--- src/rtl/if_pkg.sv ---
// Shared types and constants for the instruction-fetch stage.
package if_pkg;

  localparam int INSN_BYTES = 4;
  localparam logic [31:0] DEFAULT_RESET_PC = 32'h0000_0000;

  typedef struct packed {
    logic [31:0] pc;
    logic [31:0] inst;
    logic        filled;
  } fetch_entry_t;

endpackage

--- src/rtl/if_fetch_buf.sv ---
// Reservation FIFO: an entry is allocated when a request is accepted and later
// filled in order by memory responses; the head is handed to decode once filled.
module if_fetch_buf
  import if_pkg::*;
#(
  parameter int DEPTH = 2,
  localparam int PW = $clog2(DEPTH),
  localparam int CW = PW + 1
) (
  input  logic         clk,
  input  logic         rst,
  input  logic         flush,
  input  logic         alloc,
  input  logic [31:0]  alloc_pc,
  input  logic         fill,
  input  logic [31:0]  fill_inst,
  input  logic         pop,
  output fetch_entry_t head,
  output logic         head_valid,
  output logic [CW-1:0] count,
  output logic [CW-1:0] unfilled
);

  fetch_entry_t  mem [DEPTH];
  logic [PW-1:0] alloc_ptr;
  logic [PW-1:0] fill_ptr;
  logic [PW-1:0] pop_ptr;

  assign head       = mem[pop_ptr];
  assign head_valid = (count != '0) && mem[pop_ptr].filled;

  // Filled entries are contiguous from the head, so equal alloc/fill pointers
  // mean either "nothing unfilled" or "full and nothing filled yet".
  always_comb begin
    unfilled = {1'b0, alloc_ptr - fill_ptr};
    if (alloc_ptr == fill_ptr) begin
      unfilled = ((count == CW'(DEPTH)) && !mem[pop_ptr].filled) ? CW'(DEPTH) : '0;
    end
  end

  always_ff @(posedge clk) begin
    if (rst || flush) begin
      alloc_ptr <= '0;
      fill_ptr  <= '0;
      pop_ptr   <= '0;
      count     <= '0;
    end else begin
      if (alloc) begin
        mem[alloc_ptr] <= '{pc: alloc_pc, inst: 32'h0, filled: 1'b0};
        alloc_ptr      <= alloc_ptr + 1'b1;
      end
      if (fill) begin
        mem[fill_ptr].inst   <= fill_inst;
        mem[fill_ptr].filled <= 1'b1;
        fill_ptr             <= fill_ptr + 1'b1;
      end
      if (pop) begin
        pop_ptr <= pop_ptr + 1'b1;
      end
      count <= count + CW'(alloc) - CW'(pop);
    end
  end

endmodule

--- src/rtl/if_pc_fetch.sv ---
// Instruction-fetch stage: PC register, in-order imem requests, reservation buffer.
// Optional IF_PERF_CNT_EN adds perf_fetched / perf_bubble counters.
module if_pc_fetch
  import if_pkg::*;
#(
  parameter logic [31:0] RESET_PC   = DEFAULT_RESET_PC,
  parameter int          FIFO_DEPTH = 2
) (
  input  logic        clk,
  input  logic        rst,
  input  logic [31:0] npc,
  input  logic        redirect,
  output logic [31:0] pc,
  output logic        imem_req,
  output logic [31:0] imem_addr,
  input  logic        imem_gnt,
  input  logic        imem_rvalid,
  input  logic [31:0] imem_rdata,
  output logic        id_valid,
  input  logic        id_ready,
  output logic [31:0] id_inst,
  output logic [31:0] id_pc,
  output logic [31:0] id_pc4
`ifdef IF_PERF_CNT_EN
  ,
  output logic [31:0] perf_fetched,
  output logic [31:0] perf_bubble
`endif
);

  localparam int CW = $clog2(FIFO_DEPTH) + 1;
  localparam int DW = $clog2(FIFO_DEPTH + 1);

  // Handshakes: a transfer happens on a rising edge where valid (imem_req /
  // id_valid) and ready (imem_gnt / id_ready) are both high; valid never waits on ready.
  fetch_entry_t  head;
  logic          head_valid;
  logic [CW-1:0] buf_count;
  logic [CW-1:0] buf_unfilled;
  logic [DW-1:0] discard;
  logic [CW:0]   outstanding;
  logic          grant;
  logic          fill;
  logic          drop_resp;
  logic          pop;
  logic [DW:0]   discard_redir;

  assign outstanding = {1'b0, buf_count} + (CW + 1)'(discard);
  assign imem_req    = !rst && !redirect && (outstanding < (CW + 1)'(FIFO_DEPTH));
  assign imem_addr   = pc;
  assign grant       = imem_req && imem_gnt;
  assign fill        = imem_rvalid && !rst && !redirect && (discard == '0) && (buf_unfilled != '0);
  assign drop_resp   = imem_rvalid && !redirect && (discard != '0);
  assign id_valid    = head_valid && !rst;
  assign pop         = id_valid && id_ready && !redirect;

  assign id_inst = head.inst;
  assign id_pc   = head.pc;
  assign id_pc4  = head.pc + 32'(INSN_BYTES);

  // Every live-but-unfilled request becomes a stale response to drop; the one
  // arriving during the redirect cycle is consumed right away.
  always_comb begin
    discard_redir = (DW + 1)'(discard) + (DW + 1)'(buf_unfilled);
    if (imem_rvalid && (discard_redir != '0)) begin
      discard_redir = discard_redir - 1'b1;
    end
  end

  always_ff @(posedge clk) begin
    if (rst) begin
      pc      <= RESET_PC;
      discard <= '0;
    end else if (redirect) begin
      pc      <= {npc[31:2], 2'b00};
      discard <= DW'(discard_redir);
    end else begin
      if (grant) begin
        pc <= pc + 32'(INSN_BYTES);
      end
      if (drop_resp) begin
        discard <= discard - 1'b1;
      end
    end
  end

  if_fetch_buf #(.DEPTH(FIFO_DEPTH)) u_buf (
    .clk       (clk),
    .rst       (rst),
    .flush     (redirect),
    .alloc     (grant),
    .alloc_pc  (pc),
    .fill      (fill),
    .fill_inst (imem_rdata),
    .pop       (pop),
    .head      (head),
    .head_valid(head_valid),
    .count     (buf_count),
    .unfilled  (buf_unfilled)
  );

`ifdef IF_PERF_CNT_EN
  always_ff @(posedge clk) begin
    if (rst) begin
      perf_fetched <= '0;
      perf_bubble  <= '0;
    end else begin
      if (pop) begin
        perf_fetched <= perf_fetched + 32'd1;
      end
      if (id_ready && !id_valid) begin
        perf_bubble <= perf_bubble + 32'd1;
      end
    end
  end
`endif

endmodule

--- config.mk ---
export PLATFORM = sky130hd
export DESIGN_NAME = if_pc_fetch
export DESIGN_NICKNAME = d
export VERILOG_FILES = /design/src/rtl/if_pkg.sv /design/src/rtl/if_fetch_buf.sv /design/src/rtl/if_pc_fetch.sv
export SDC_FILE = /design/constraint.sdc
export NUM_CORES = 1
export LEC_CHECK = 0
export CAP_MARGIN = 10
export CORE_MARGIN = 4
export CORE_UTILIZATION = 49
export CTS_CLUSTER_SIZE = 30
export DETAILED_ROUTE_END_ITERATION = 10
export PLACE_DENSITY_LB_ADDON = 0.3
export SYNTH_ARGS = -nofsm -noshare
export SYNTH_HDL_FRONTEND = slang
export SYNTH_SLANG_ARGS = --single-unit
--- constraint.sdc ---
create_clock -name clk -period 4.6 [get_ports clk]
set_clock_uncertainty 0.2 [all_clocks]
set_input_delay 0.92 -clock clk [delete_from_list [all_inputs] [get_ports clk]]
set_output_delay 0.92 -clock clk [all_outputs]
set_load 0.005 [all_outputs]
==> results_dict.tcl, run 1 <==
set metrics [dict create \
    power_switching_mw 0.755 \
    final_cell_count_no_fill 1171 \
    timing.critical_path.fanout_max 18 \
    worstReg2RegEnd "u_buf.mem[1][3]" \
    post_layout_nets 1017 \
    routed-via-count 6541 \
    leakage_nw 4.25 \
    io_buffers 221 \
    worstSetupEndpoint "id_pc4[26]" \
    synth_cell_types 54 \
    synth_warnings 0 \
    ant_nets 0 \
    antenna_found_initial 0 \
    worst-setup-path-type "reg -> out" \
    synth-edff-count 124 \
    cts_htree_levels 4 \
    insertion_delay_ps 430 \
    final_min_period_over_clock_period_pct 92.9 \
    power_frac_comb_pct 9.7 \
    totalNegativeSetupSlack_ps 0 \
    power_report.internal_total_mw 2.65 \
    cts_buffers 17 \
    layout-area-overhead-vs-synth_pct 33.6 \
    setup.worst_path.end_class "output port" \
    r2r_cells 11 \
    ys_seq_area_share_pct 53.9 \
    worst_r2r_startpoint "discard[0]" \
    yosys_register_bits 164 \
    clk_path_buf_depth 2 \
    number_of_global_route_vias_before_repair 6397 \
    reg2reg_setup_slack_ps 1440 \
    grt_setup_unrepaired "no" \
    routability_congestion_estimate 0.827 \
    place.detailed.instances 1138 \
    initial_utilization_pct 50.2 \
    hold_path_class "reg -> reg" \
    worst_slew_margin_rel_pct 41.7 \
    clkTransAtPathRegs_ps 70 \
    sw_frac_of_total_pct 22.2 \
    initialDrtViolationCount 512 \
    cts_tree "done" \
    worst_slew_pin_slew_ps 868 \
    floorplan.core_area_um2 16700 \
    cts_num_sinks 164 \
    drc 0 \
    clock_power_share_pct 41.0 \
    final.min_clock_period_ps 4270 \
    max_cap_violations 0 \
    grtUsageTotal_pct 22.1 \
    nFillCells 1358 \
    worstHoldPathCells 1 \
    grt_max_degree 36 \
    mappedNetlistArea_um2 8390 \
    ioPinCount 232 \
    final-max-slew-violation-count 0 \
    asyncSetResetFlopFracSynth_pct 0 \
    dieHeight_um 139 \
    synthCells 751 \
    max_clock_freq_ghz 0.234 \
    design.die.area_um2 19300 \
    n_antenna_cell 0 \
    required_time_at_the_worst_slack_endpoint_ps 3480 \
    avgRoutedWirePerCell_um 18.6 \
    share_seq_of_total_power_pct 49.3 \
    clock_tree_root_driver_cell "clkbuf_16" \
    postSynthAreaPerCell_um2 11.2 \
    run_status "finished, final reports clean" \
    timing.final.ws_setup_ps 327 \
    dpl.hpwl_mm 15.3 \
    drt_wl_total_mm 21.8 \
    finalHoldViolCount 0 \
    viasPerCell 5.59 \
    finalSetupViolations 0 \
    place_ws_ps 399 \
    dieWidth_um 139 \
    global_route.overflow_total 0 \
    crit_arrival_ps 3150 \
    worst_setup_path_start_kind "flip-flop" \
    report.power.total_mw 3.40 \
    synth-main-ff-cell "edfxtp_1" \
    irDropWorstVdd_uv 267 \
    grt_first_pass_wirelength_mm 34.0 \
    layout-drive-gt1-share_pct 12.5 \
    rows 47 \
    first_pass_iters 4 \
    p_per_area_nw_per_um2 304 \
]
kinds of logic after synthesis:
logic type	count (synthesis)	share of synthesized area (%)
AOI/OAI and AO/OA	98	7.65
xor gates and xnor gates	37	3.86
adders and majority gates	9	1.52
buffers and inverters	101	6.38
DFF	164	53.9
muxes	67	8.87
other	1	0.0447
and+or+nand+nor	274	17.7
flip-flops by register name, indices dropped and copies added, names as in the netlist, named ones only:
name,cells
u_buf.count,2
u_buf.alloc_ptr,1
u_buf.mem,126
discard,2
u_buf.fill_ptr,1
u_buf.pop_ptr,1
imem_addr,30
repair_timing:
item	4_1_cts	5_1_grt
resized for setup	1	1
setup buffers	0	1
hold buffers	0	0
endpoints found under the setup margin	1	2
power groups by stage:
stage          clock network (mW)  logic [mW]  registers, mW
2_1_floorplan                   0       0.154           1.69
3_3_place_gp                    0       0.326           1.71
3_5_place_dp                    0       0.331           1.71
4_1_cts                      1.42       0.333           1.68
5_1_grt                      1.48       0.359           1.68
6_report                     1.39       0.332           1.68
how the worst min path moves through the flow:
stage | endpoint | startpoint | slack, ps
final | u_buf.mem[0][0] | u_buf.mem[0][0] | 260
after floorplan | u_buf.mem[1][0] | u_buf.mem[1][0] | 230
after global routing | u_buf.mem[0][0] | u_buf.mem[0][0] | 300
after global placement | u_buf.mem[1][0] | u_buf.mem[1][0] | 230
after CTS | u_buf.mem[0][0] | u_buf.mem[0][0] | 260
after detailed placement | u_buf.mem[0][0] | u_buf.mem[0][0] | 240
per-layer routing:
metal	vias to the layer above	track usage, %	wire, µm
met1	3151	29.1	9290
met3	42	4.17	1340
met2	269	36.6	10600
met5	-	0	0
li1	3079	-	-
met4	0	8.29	559
worst max-delay path: stages (launching register included):
cell and delay, ps:
dfxtp_4 480, buf_4 280, mux2_2 230, a21boi_0 320, nand2_1 300, nor4_1 410, xor2_1 180, clkdlybuf4s50_1 520
synth_stat cells, drive strengths merged (2+ instances only):
master  count  area (µm²)
a211oi      5        37.5
a21o        6        45.0
a21oi      26         130
a221oi      3        32.5
a22oi      10        75.1
a31oi      10        62.6
a32oi       7        61.3
a41oi       2        17.5
and2       40         250
and3       37         231
and4        4        36.3
buf        56         367
clkbuf     22        82.6
dfxtp      40         801
edfxtp    124        3720
fa          2        40.0
ha          7        87.6
inv        23        86.3
mux2       59         664
mux2i       8        80.1
nand2      56         210
nand2b      9        56.3
nand3      23         115
nand3b      2        15.0
nand4      18         119
nand4b      6        52.6
nor2       42         158
nor2b       7        43.8
nor3       11        55.1
nor4       10        83.8
o21a        2        15.0
o21ai      15        75.1
o22ai       6        37.5
or2         3        18.8
or3         3        18.8
xnor2      18         158
xor2       19         166
final cells by class:
type | instances | area (µm²) | area share, %
sequential | 164 | 4530 | 40.4
multi-input combinational | 493 | 3380 | 30.2
timing repair buffer | 239 | 2350 | 21.0
clock buffer | 20 | 457 | 4.07
tap | 220 | 275 | 2.46
clock inverter | 12 | 126 | 1.13
inverter | 23 | 86.3 | 0.770
metrics by stage:
stage	area (µm²)	utilization [%]	hold slack, ps
final	11200	67.1	260
after global routing	11200	67.1	297
after CTS	11200	67.0	259
after detailed placement	10600	63.5	243
after global placement	10600	63.5	234
after floorplan	8420	-	226
placed cells by master (no fill, tap or decap), types with 26 or more instances in the layout:
cell type / n
a21oi_1: 26
and2_1: 40
and3_1: 37
clkdlybuf4s50_1: 221
dfxtp_1: 39
edfxtp_1: 124
mux2_2: 59
nand2_1: 56
nor2_1: 42
Note: power is estimated with default switching activity, not from simulation.
==> inputs of run 2 (changes only) <==
- PLACE_DENSITY: unset -> 0.81
- PLACE_DENSITY_LB_ADDON: 0.3 -> unset
==> run 2 against run 1 <==
Clock-buffer cell count decreased by 2. Routed wire length increased by 0.93%. Flip-flop and latch count unchanged. Hold slack improved by 19 ps. Critical path type unchanged. Via count is 1.3% lower. Highest routed layer unchanged. Final cell count fell by 0.51%. Sequential power about the same. Die area unchanged. Global-route usage is 0.30 points higher. Total power grew 2.1%. First-iteration DRC count decreased by 13%. Clock power rose by 6%.
==> results_dict.tcl, run 2 (synthesis gave the netlist of run 1 again) <==
set metrics [dict create \
    p_per_area_nw_per_um2 310 \
    worst_slew_margin_rel_pct 43.2 \
    required_time_at_the_worst_slack_endpoint_ps 3480 \
    stdcell_area_um2 11200 \
    cts_num_sinks 164 \
    cts_tree "done" \
    initialDrtViolationCount 448 \
    final_min_period_over_clock_period_pct 93.3 \
    timing.critical_path.fanout_max 25 \
    timing.final.ws_setup_ps 306 \
    routed-via-count 6458 \
    timing.critical_path.cells "mux2i_1 > inv_1 > ha_1 > inv_1 > a211oi_2 > nand3_1 > nor4_1 > xor2_1 > clkdlybuf4s50_1" \
    timing.critical_path.slowest_stage_cell "dfxtp_4" \
    final-max-slew-violation-count 0 \
    place_area_um2 10600 \
    worst-setup-path-type "reg -> out" \
    cts_buffers 17 \
    report.power.total_mw 3.48 \
    finalCoreUtilization_pct 67.0 \
    clkTransAtPathRegs_ps 60 \
    drc 0 \
    rows 47 \
    layout-area-overhead-vs-synth_pct 33.4 \
    most_common_cell_after_layout_fill_and_taps_aside "clkdlybuf4s50_1" \
    most_frequent_cells_in_the_layout "clkdlybuf4s50_1 (221), edfxtp_1 (124), mux2_2 (59)" \
    largest_reg_flops 126 \
    cp_common_cell "inv_1" \
    crit_family "simple AND/OR/NAND/NOR gates" \
    run_status "finished, final reports clean" \
    final.min_clock_period_ps 4290 \
    grtUsageTotal_pct 22.4 \
    layout-drive-gt1-share_pct 11.9 \
    n_antenna_cell 0 \
    insertion_delay_ps 430 \
    viasPerCell 5.54 \
    design.die.area_um2 19300 \
    top_register "u_buf.mem" \
    finalHoldViolCount 0 \
    initial_utilization_pct 50.2 \
    post-cts-setup-buffers 0 \
    grt_setup_unrepaired "no" \
    post_layout_nets 1012 \
    worst_slew_pin_slew_ps 853 \
    setup.worst_path.end_class "output port" \
    clk_path_buf_depth 2 \
    global_route.overflow_total 0 \
    dieHeight_um 139 \
    finalSetupViolations 0 \
    grt_first_pass_wirelength_mm 34.4 \
    avgRoutedWirePerCell_um 18.9 \
    irDropWorstVdd_uv 215 \
    worstPathBufferInverterCount 3 \
    path_depth 9 \
    hold_path_class "reg -> reg" \
    drt_wl_total_mm 22.0 \
    dpl.hpwl_mm 15.5 \
    grt_max_degree 47 \
    number_of_global_route_vias_before_repair 6203 \
    worst_path_largest_cell_delay_ps 530 \
    place_ws_ps 561 \
    io_buffers 221 \
    max_clock_freq_ghz 0.233 \
    clock_tree_root_driver_cell "clkbuf_16" \
    max_cap_violations 0 \
    cts_htree_levels 4 \
    first_pass_iters 5 \
    routability_congestion_estimate 0.860 \
    worstHoldPathCells 1 \
    dieWidth_um 139 \
    floorplan.core_area_um2 16700 \
    antenna_found_initial 0 \
    leakage_nw 4.23 \
    r2r_cells 11 \
    worst_setup_path_start_kind "flip-flop" \
    totalNegativeSetupSlack_ps 0 \
    crit_arrival_ps 3170 \
    ant_nets 0 \
    ioPinCount 232 \
]
## run 2: cell types whose count changed in the layout (fill, tap and decap cells not counted), sizes merged
cell | previous run | this run
clkinvlp | 1 | 2
buf | 18 | 13
clkinv | 5 | 6
inv | 27 | 24
bufinv | 2 | 4
clkbuf | 20 | 18
## run 2: path summary, 6_finish.rpt
kind	startpoint	end	slack [ps]
hold reg to reg	u_buf.mem[0][0]	u_buf.mem[0][0]	280
setup reg to reg	flip-flop	discard[1]	1330
setup / recovery	flip-flop	id_pc4[26]	310
hold / removal	u_buf.mem[0][0]	u_buf.mem[0][0]	280
## run 2: layer usage
layer | vias up | track usage [%] | wire length [µm]
met4 | 0 | 7.11 | 500
met1 | 3126 | 29.2 | 9090
met3 | 32 | 4.59 | 1300
li1 | 3063 | - | -
met5 | - | 0 | 0
met2 | 237 | 37.8 | 11100
## run 2: repair_timing
item                       4_1_cts  5_1_grt
hold buffers                     0        0
resized for setup                0        4
setup endpoints to repair        0        4
## run 2: power breakdown
group / switching (mW) / total, mW / leakage, nW / internal (mW)
Clock: 0.564 / 1.47 / 0.291 / 0.904
Sequential: 0.0565 / 1.68 / 1.60 / 1.62
Combinational: 0.133 / 0.331 / 2.34 / 0.197
## run 2: worst reg2reg max path, cell delays in order, from the launching register on
cell      delay (ps)
dfxtp_4          530
buf_4            320
mux2i_1          320
nand3_1          230
nor2_1           190
fa_1             460
inv_1             70
ha_1             130
inv_1             30
o21ai_0          320
a21oi_1          130
a211oi_1         250
## run 2: layout make-up
class / instances / area [µm²]
fill: 1284 / 5510
sequential: 164 / 4530
multi-input combinational: 493 / 3380
timing repair buffer: 234 / 2310
clock buffer: 18 / 429
tap: 220 / 275
clock inverter: 13 / 183
inverter: 23 / 86.3
## run 2: per-stage QoR
stage                     hold slack (ps)  std cells
after floorplan                       226        758
after global placement                239       1133
after detailed placement              257       1133
after CTS                             271       1164
after global routing                  281       1165
final                                 279       1165
